## src/rtl/tick_scheduler_pkg.sv

```systemverilog
// Shared types and constants for the tick scheduler: controller states and
// the width of the channel index carried on the configuration port.
package tick_scheduler_pkg;

    localparam int CH_IDX_W = 3;

    typedef enum logic [0:0] {
        ST_IDLE  = 1'b0,
        ST_APPLY = 1'b1
    } state_e;

endpackage

```

## src/rtl/tick_channel.sv

```systemverilog
// One tick channel: a free-running period counter that emits a one-cycle
// tick at terminal count and a square wave that toggles on each tick.
module tick_channel #(
    parameter int CNT_W = 26
) (
    input  logic             clock,
    input  logic             reset,
    input  logic             load_i,
    input  logic             sync_i,
    input  logic             enable_i,
    input  logic [CNT_W-1:0] period_i,
    output logic             tick_o,
    output logic             sq_o,
    output logic             running_o
);

    logic [CNT_W-1:0] period_q, period_d;
    logic [CNT_W-1:0] cnt_q, cnt_d;
    logic             tick_q, tick_d;
    logic             sq_q, sq_d;
    logic             running_q, running_d;
    logic             terminal;

    assign terminal = (cnt_q == period_q - CNT_W'(1));

    // A load restarts the phase; sync and idle both hold the counter cleared.
    always_comb begin
        period_d  = period_q;
        running_d = running_q;
        cnt_d     = '0;
        tick_d    = 1'b0;
        sq_d      = 1'b0;
        if (load_i) begin
            period_d  = period_i;
            running_d = enable_i && (period_i != '0);
        end else if (!sync_i && running_q) begin
            if (terminal) begin
                tick_d = 1'b1;
                sq_d   = ~sq_q;
            end else begin
                cnt_d  = cnt_q + CNT_W'(1);
                sq_d   = sq_q;
            end
        end
    end

    always_ff @(posedge clock) begin
        if (reset) begin
            period_q  <= '0;
            cnt_q     <= '0;
            tick_q    <= 1'b0;
            sq_q      <= 1'b0;
            running_q <= 1'b0;
        end else begin
            period_q  <= period_d;
            cnt_q     <= cnt_d;
            tick_q    <= tick_d;
            sq_q      <= sq_d;
            running_q <= running_d;
        end
    end

    assign tick_o    = tick_q;
    assign sq_o      = sq_q;
    assign running_o = running_q;

endmodule

```

## src/rtl/tick_scheduler.sv

```systemverilog
// Multi-channel tick scheduler: a two-state configuration controller that
// latches one write and applies it to the addressed tick_channel.
module tick_scheduler
    import tick_scheduler_pkg::*;
#(
    parameter int NCH   = 4,
    parameter int CNT_W = 26
) (
    input  logic                clock,
    input  logic                reset,
    input  logic                cfg_valid,
    output logic                cfg_ready,
    input  logic [CH_IDX_W-1:0] cfg_ch,
    input  logic [CNT_W-1:0]    cfg_period,
    input  logic                cfg_enable,
    input  logic                sync,
    output logic [NCH-1:0]      tick,
    output logic [NCH-1:0]      sq,
    output logic [NCH-1:0]      running
);

    state_e              state_q, state_d;
    logic [CH_IDX_W-1:0] ch_q, ch_d;
    logic [CNT_W-1:0]    period_q, period_d;
    logic                enable_q, enable_d;
    logic                apply;

    always_ff @(posedge clock) begin
        if (reset) begin
            state_q  <= ST_IDLE;
            ch_q     <= '0;
            period_q <= '0;
            enable_q <= 1'b0;
        end else begin
            state_q  <= state_d;
            ch_q     <= ch_d;
            period_q <= period_d;
            enable_q <= enable_d;
        end
    end

    always_comb begin
        state_d   = state_q;
        ch_d      = ch_q;
        period_d  = period_q;
        enable_d  = enable_q;
        apply     = 1'b0;
        cfg_ready = 1'b0;
        case (state_q)
            ST_IDLE: begin
                cfg_ready = 1'b1;
                if (cfg_valid) begin
                    state_d  = ST_APPLY;
                    ch_d     = cfg_ch;
                    period_d = cfg_period;
                    enable_d = cfg_enable;
                end
            end
            ST_APPLY: begin
                apply   = 1'b1;
                state_d = ST_IDLE;
            end
        endcase
    end

    // Indices at or above NCH match no channel, so such writes are dropped.
    for (genvar i = 0; i < NCH; i++) begin : g_ch
        tick_channel #(
            .CNT_W (CNT_W)
        ) u_ch (
            .clock     (clock),
            .reset     (reset),
            .load_i    (apply && (ch_q == CH_IDX_W'(i))),
            .sync_i    (sync),
            .enable_i  (enable_q),
            .period_i  (period_q),
            .tick_o    (tick[i]),
            .sq_o      (sq[i]),
            .running_o (running[i])
        );
    end

endmodule

```

## config.mk

```make
export PLATFORM = sky130hd
export DESIGN_NAME = tick_scheduler
export DESIGN_NICKNAME = d
export VERILOG_FILES = /design/src/rtl/tick_scheduler_pkg.sv /design/src/rtl/tick_channel.sv /design/src/rtl/tick_scheduler.sv
export SDC_FILE = /design/constraint.sdc
export NUM_CORES = 1
export LEC_CHECK = 0
export BUFFER_PORTS_ARGS = -buffer_cell sky130_fd_sc_hd__buf_2
export CAP_MARGIN = 0
export CORE_MARGIN = 2
export CORE_UTILIZATION = 44
export DETAILED_ROUTE_END_ITERATION = 8
export SLEW_MARGIN = 20
export SYNTH_ARGS = -nofsm -noshare
export SYNTH_HDL_FRONTEND = slang
export SYNTH_SLANG_ARGS = --single-unit
export TNS_END_PERCENT = 20
```

## constraint.sdc

```tcl
create_clock -name clock -period 7.1 [get_ports clock]
set_clock_uncertainty 0.15 [all_clocks]
set_input_delay 1.42 -clock clock [delete_from_list [all_inputs] [get_ports clock]]
set_output_delay 1.42 -clock clock [all_outputs]
set_load 0.02 [all_outputs]
```

## Word-level counts from Yosys, hierarchy flattened

Cells that the tools add are included.

| storage, ports and cells | value |
|---|---|
| memories kept | 0 |
| logic and storage cells | 77 |
| bits in latches | 0 |
| flip-flop bits (word level) | 251 |
| ROM bits | 0 |
| bits in writable memories | 0 |

| cells by class | value |
|---|---|
| mux-type cells | 8 |
| add/sub/neg operators | 8 |
| bitwise gates (word level) | 9 |
| reduce and logical (&&, ||, !) cells | 21 |
| divide/modulo/power cells | 0 |
| equal/unequal tests | 7 |
| order comparisons | 0 |
| shift-type cells | 0 |
| multipliers | 0 |

Operators with widths:

| kind | count |
|---|---|
| $add 26x1->26 const B | 4 |
| $eq 26x26->1 | 4 |
| $sub 26x1->26 const B | 4 |
| $reduce_bool 26->1 | 1 |
| $reduce_or 4->1 | 4 |
| $reduce_or 3->1 | 4 |
| $logic_and 1x1->1 | 9 |
| $not 1->1 | 9 |
| $mux 1 | 7 |
| $eq 3x2->1 const B | 2 |
| $eq 3x1->1 const B | 1 |
| $logic_not 3->1 | 1 |
| $pmux 1 s2 | 1 |
| $reduce_and 2->1 | 1 |
| $logic_not 1->1 | 1 |

## Longest topological paths before layout

Gate-level depths: netlist (run 1).

| logic depth | value |
|---|---|
| word-level depth | 4 |
| depth in mapped cells | 13 |
| gate-level depth less buffers | 10 |

## Modules after synthesis

Synthesis (run 1) repeated with hierarchy kept, for this count alone.

| second synthesis, totals | value |
|---|---|
| cells, all modules | 1531 |
| area, all modules | 13604.3 sq um |

Modules (own cells, without submodules):

| module | cells an instance | instances | sequential area each (sq um) | area each (sq um) |
|---|---|---|---|---|
| tick_channel | 347 | 4 | 1101.1 | 3039.2 |
| tick_scheduler | 143 | 1 | 620.6 | 1447.6 |

## Worst setup path after synthesis (run 1)

No wires, ideal clock.

| timing path | value |
|---|---|
| kind | register -> register |
| start point | register g_ch[3].u_ch.period_q[0] |
| end point | register g_ch[3].u_ch.cnt_q[17] |
| path buffers | 3 |
| arrival | 2.864 ns |
| required time | 6.833 ns |
| clock period less this slack | 3.131 ns |
| slack | 3.969 ns |
| stages on the path, launching flop included | 14 |
| path through | dfxtp_1 > inv_1 > ha_1 > or4b_2 > clkbuf_1 > nor3_1 > a31oi_1 > or3_1 > nor4_1 > o2111ai_1 > nand2b_1 > buf_2 > buf_2 > nor2_1 |

| between the ends | value |
|---|---|
| word-level cells in the longest chain between the ends | 3 |

Ends and longest elaborated chain:

| element | line | source |
|---|---|---|
| start: declaration | tick_channel.sv:17 | `logic [CNT_W-1:0] period_q, period_d;` |
| start signal: assignment | tick_channel.sv:55 | `period_q <= period_d;` |
| $sub 26x1->26 | tick_channel.sv:24 | `assign terminal = (cnt_q == period_q - CNT_W'(1));` |
| $eq 26x26->1 | tick_channel.sv:24 |  |
| $reduce_or 4->1 (no line) | - |  |
| end signal: assignment | tick_channel.sv:56 | `cnt_q <= cnt_d;` |
| end: declaration | tick_channel.sv:18 | `logic [CNT_W-1:0] cnt_q, cnt_d;` |

Every way passes these cells.
A chain may end at the register's enable or synchronous reset.

## Worst setup path in the final report (run 1)

| timing path | value |
|---|---|
| start point | register g_ch[3].u_ch.period_q[0] |
| end point | register g_ch[3].u_ch.cnt_q[8] |

Same word-level chain as after synthesis.

==> metrics, run 1 <==
Post-CTS Setup Inserts=0; design area=roughly 15000 sq um; Peak supply drop=between 0.15 and 0.2 mV; Finished Core Util=0.486; row count=64; drt total wl=between 30000 and 40000 um; pwr/cell area=211 nW/um^2; Clock Path Buffers=3; GPL Wtd Cong=between 0.8 and 0.9; Cell Area, Synth=13600 sq um; RSZ-0062 raised after global routing=false; n_diodes=0; Non-Filler Instances=around 2200; Port Buf Inserts=46; number of buffers created by CTS=28; Worst Setup Start Kind=flop; Slew HR=0.333; Mapped Avg Cell Area=7.66 sq um; final hold viol count=0; layout cells sized above 1=0.0727; first-pass GRT wire length=~59000 um; data arrival time of the worst path=roughly 4300 ps; GRT busiest layer=met2; GRT Overall Usage=0.217; Placeable Area=30500 sq um; H-tree levels=1; root buffer cell=clkbuf_16; critical path endpoint category=flop; # DRC=0; R2R setup slack=between 3000 and 4000 ps; Fmax=between 200 and 250 MHz; Mapped Cells=approximately 1800; main flop type after synthesis=dfxtp_1; Critical Path Fanout Max=26; delay-heaviest family, CP=simple AND/OR/NAND/NOR gates; CP Cell Sequence=inv_1 -> ha_1 -> or4b_2 -> nor4_2 -> and4_1 -> o22ai_1 -> nor4_1 -> o2111ai_1 -> nand2b_1 -> nor2_1; HP Class=reg -> reg; CP required=approximately 7400 ps; Initial Util=0.446; reg2reg start=g_ch[3].u_ch.period_q[0]; post-synth cell types=74; GR Util met3=0.0312; Worst Tran Pin Value=1000 ps; Layout Nets=~1800; Setup crit end=g_ch[3].u_ch.cnt_q[8]; end of the worst register-to-register path=g_ch[3].u_ch.cnt_q[8]; worst skew pair latency=550 ps; outcome=completed; 1st-iter DRT viols=approximately 870; GRT met1 Usage=0.305; pin count of the biggest net entering global routing=87; Pint=between 2 and 2.5 mW; slowest stage delay, CP=around 800 ps; worst slack at placement=~3100 ps; Vias=around 12000; Placed Cells=between 2000 and 2500; P_sw=0.737 mW; vias in the first global route=around 11000; Synth warnings=0; clk sinks=around 250; GR Util met2=0.350; TNS Setup=0 ps; CTS tree=built; post-DP HPWL=between 20000 and 30000 um; first-pass detailed-route iteration total=5; dpl cell area=about 14000 sq um; post-detailed-route count of antenna-violating nets=0; Post-synth ARST share=0; CP Buf/Inv Count=1; Die ar.=about 32000 sq um; wire per inst=16.8 um; synthesized flop and latch total=around 250; Layout area overhead=9.07%; number of cells on the critical path=10; die width=roughly 180 um; initial antenna violation count=0; Final Power=roughly 3.1 mW; # hold bufs at CTS=0; Syn Nets=approximately 1800; vias per cell=around 5.7; Die Ht=roughly 180 um; r2r worst-path depth=10; register share of total power=0.466; CP Launch Point=g_ch[3].u_ch.period_q[0]; clock share of power=0.481; crit share post-route=0.569; Resize count post-CTS=0; Pins Over Slew Limit=0; Pleak=roughly 5.3 nW; number of stages on the worst hold path=2; Comb pwr share=0.052; Slowest cell on crit path=nand2b_1; Worst Setup Path Type=reg -> reg; post-route worst setup slack=between 3000 and 4000 ps; I/O pin count=47; min Tclk post-route=slightly above 4000 ps; # setup viols final=0; EDFF count, synth=0; GRT Residual Overflow=0; hold_ws=around 320 ps; Clock Pin Slew Worst Setup and Hold Paths=60 ps; sequential cell area fraction in the yosys report=0.370; switching share of power=0.235; max cap viols=0
[layer usage]
layer	vias up	wire length [um]
met5	-	0
met4	0	772
met3	55	2000
met2	311	16300
met1	5823	17200
li1	6047	-
[synthesized netlist by cell type, types with 13 or more instances]
cell type	instances	share of area
nand2_1	333	0.092
dfxtp_1	251	0.37
nor2_1	176	0.049
a21oi_1	165	0.061
xnor2_1	105	0.068
xor2_1	102	0.066
clkbuf_1	84	0.023
nand3_1	70	0.026
nor3_1	64	0.024
nor4_1	37	0.017
inv_1	31	0.0086
nand4_1	29	0.013
and3_1	24	0.011
and4_1	21	0.014
a31oi_1	19	0.0087
o21ai_0	17	0.0063
nor2b_1	16	0.0074
and2_1	13	0.0060
buf_4	13	0.0072
or4_1	13	0.0072
[how the worst min path moves through the flow]
stage,start,end,slack [ps]
after floorplan,enable_q,enable_q,280
after CTS,g_ch[2].u_ch.period_q[25],g_ch[2].u_ch.period_q[25],330
after global routing,g_ch[3].u_ch.period_q[25],g_ch[3].u_ch.period_q[25],340
after detailed placement,g_ch[3].u_ch.period_q[25],g_ch[3].u_ch.period_q[25],320
final,g_ch[2].u_ch.period_q[25],g_ch[2].u_ch.period_q[25],320
after global placement,g_ch[3].u_ch.period_q[25],g_ch[3].u_ch.period_q[25],310
[cells by family after synthesis]
group | after synthesis | synth area share
simple gates | 866 | 0.310
buf+inv | 149 | 0.0474
mux | 7 | 0.00525
xor+xnor | 207 | 0.133
compound gates | 287 | 0.127
fa+ha+maj | 8 | 0.00736
flops | 251 | 0.370
[worst min-delay path, stage by stage, from the launching register on]
cell and delay [ps]:
dfxtp_1 320, nand2_1 50, a21oi_1 50
[sequential cells by signal, summed over array words and instances, names as in the netlist]
signal,flops
g_ch.u_ch.tick_o,4
g_ch.u_ch.cnt_q,104
g_ch.u_ch.period_q,104
g_ch.u_ch.running_o,4
g_ch.u_ch.sq_o,4
state_q,1
enable_q,1
ch_q,3
period_q,26
[power groups by stage]
stage / Clock, mW / Combinational [mW] / Sequential [mW]
finish: 1.51 / 0.163 / 1.46
global route: 1.60 / 0.181 / 1.46
CTS: 1.54 / 0.161 / 1.46
detailed placement: 0 / 0.160 / 1.49
global placement: 0 / 0.158 / 1.49
floorplan: 0 / 0.124 / 1.47
[cells in the final DEF (no fill, tap or decap), drive strengths merged, types with 38 or more instances in the layout]
cell,count
xnor2,105
nand3,70
nor4,42
a21oi,165
buf,52
nor2,176
nor3,66
dfxtp,251
nand2,333
clkbuf,38
xor2,102
[cell type report]
type                    instances  area (sq um)
repair buffers                 52           278
fillers                      3006         15700
well taps                     396           495
clock buffers                  38           820
flip-flops and latches        251          5020
multi-input cells            1375          7950
inverters                      31           116
clock inverters                14           148
No activity file was read; power rests on OpenSTA's default activity.
==> run 2: changes to the inputs <==
Clock period 7.1 ns to 3.45 ns, I/O delays scaled along.
==> run 2 against run 1 <==
Compared with the run above: cell count is 1.7% higher; sequential cell count stayed put; die area stayed put; hold slack worse by 95 ps; sequential share of layout area is 0.82 points lower; core utilization is 1.2 points higher; critical path depth is 2 lower; critical path type unchanged; fmax is 25% higher; final area is 2.5% higher.
==> metrics, run 2 (synthesis gave the netlist of run 1 again) <==
vias in the first global route=around 11000; Fmax=slightly above 300 MHz; CP required=around 3800 ps; post-route worst setup slack=approximately 210 ps; post-detailed-route count of antenna-violating nets=0; n_diodes=0; Non-Filler Instances=approximately 2200; R2R setup slack=roughly 210 ps; GRT Overall Usage=0.222; first-pass detailed-route iteration total=6; pin count of the biggest net entering global routing=between 60 and 70; initial antenna violation count=0; Pins Over Slew Limit=0; Layout Nets=~1800; Clock Path Buffers=3; top flop regs=g_ch.u_ch.cnt_q (104), g_ch.u_ch.period_q (104), period_q (26); Initial Util=0.446; Worst Setup Start Kind=flop; critical path endpoint category=flop; TNS Setup=0 ps; max cap viols=0; Layout area overhead=11.8%; Finished Core Util=0.498; H-tree levels=1; drt total wl=36800 um; GPL Wtd Cong=approximately 0.9; # hold bufs at CTS=0; vias per cell=between 5 and 6; worst hold path startpoint=cfg_period[18]; # DRC=0; 1st-iter DRT viols=960; pwr/cell area=421 nW/um^2; die width=around 180 um; # setup viols final=0; FF/Latch Area=~5000 sq um; CTS tree=built; layout cells sized above 1=0.0902; clk sinks=roughly 250; CP Launch Point=g_ch[1].u_ch.period_q[5]; post-DP HPWL=between 20000 and 30000 um; GRT Residual Overflow=0; Peak supply drop=roughly 0.46 mV; Die ar.=~32000 sq um; worst skew pair latency=about 550 ps; Placed Cells=between 2000 and 2500; reg2reg start=g_ch[1].u_ch.period_q[5]; final hold viol count=0; Clock Pin Slew Worst Setup and Hold Paths=about 60 ps; design area=about 15000 sq um; outcome=completed; number of buffers created by CTS=28; Worst Tran Pin Value=approximately 1000 ps; Multi-input gate area=about 8000 sq um; Port Buf Inserts=46; Final Power=around 6.4 mW; Placeable Area=between 30000 and 40000 sq um; HP Class=in -> reg; root buffer cell=clkbuf_16; row count=64; Worst Setup Path Type=reg -> reg; Slew HR=0.330; Die Ht=between 150 and 200 um; Vias=around 12000; Pleak=roughly 5.5 nW; crit share post-route=0.939; dpl cell area=between 10000 and 15000 sq um; most frequent cells in the layout=333 x nand2_1, 251 x dfxtp_1, 176 x nor2_1; I/O pin count=47; worst slack at placement=about 7.8 ps; first-pass GRT wire length=59900 um; commonest non-fill, non-tap cell in the layout=nand2_1; data arrival time of the worst path=3560 ps; Critical Path Fanout Max=7; hold_ws=~220 ps; RSZ-0062 raised after global routing=false; min Tclk post-route=roughly 3200 ps; wire per inst=~17 um; Filler cells=around 3000
run 2: cell count changes in the layout (fill, tap and decap cells not counted), moves of 2 or more:
| cell | delta |
|---|---|
| nand3_2 | -2 |
| nor4_4 | +3 |
| buf_4 | +33 |
| buf_12 | +3 |
| clkinv_2 | -6 |
| nor4b_2 | -2 |
| nand3_1 | +2 |
| nor4_1 | -4 |
| clkbuf_1 | +6 |
| nor4b_4 | +2 |
run 2: what timing repair did:
action	in CTS	in global routing
pin swaps	0	0
gates resized for setup	1	13
setup buffers	0	0
setup endpoints to repair	1	80
endpoints found under the hold margin	0	0
run 2: cell type report:
type | count | share of cell area
well taps | 396 | 0.0326
inverters | 31 | 0.00766
multi-input cells | 1375 | 0.528
flip-flops and latches | 251 | 0.331
clock buffers | 45 | 0.0563
clock inverters | 7 | 0.00585
repair buffers | 88 | 0.0385
run 2: report_power, final:
| part | total (mW) | switching, mW | internal (mW) |
|---|---|---|---|
| logic | 0.358 | 0.216 | 0.142 |
| registers | 3.01 | 0.0781 | 2.93 |
| clock network | 3.04 | 1.20 | 1.84 |
run 2: metal layers:
layer,vias up,share of wire,global-route usage
met5,-,0,0
met4,0,0.019,0.0462
met3,47,0.051,0.0322
met2,281,0.45,0.349
met1,5735,0.48,0.323
li1,6132,-,-
run 2: critical path: stages (launching register included):
cell and delay [ps]:
dfxtp_1 360, or4_4 590, nor4_2 450, o2111ai_1 180, nor3b_1 210, nand4_1 110, or4_4 550, or4_1 410
a21oi_1 150
run 2: path summary, 6_finish.rpt:
check             cells past startpoint           endpoint
hold / removal                        3       period_q[18]
setup / recovery                      8  g_ch[1].u_ch.sq_o
setup reg to reg                      8  g_ch[1].u_ch.sq_o
hold reg to reg                       2           enable_q
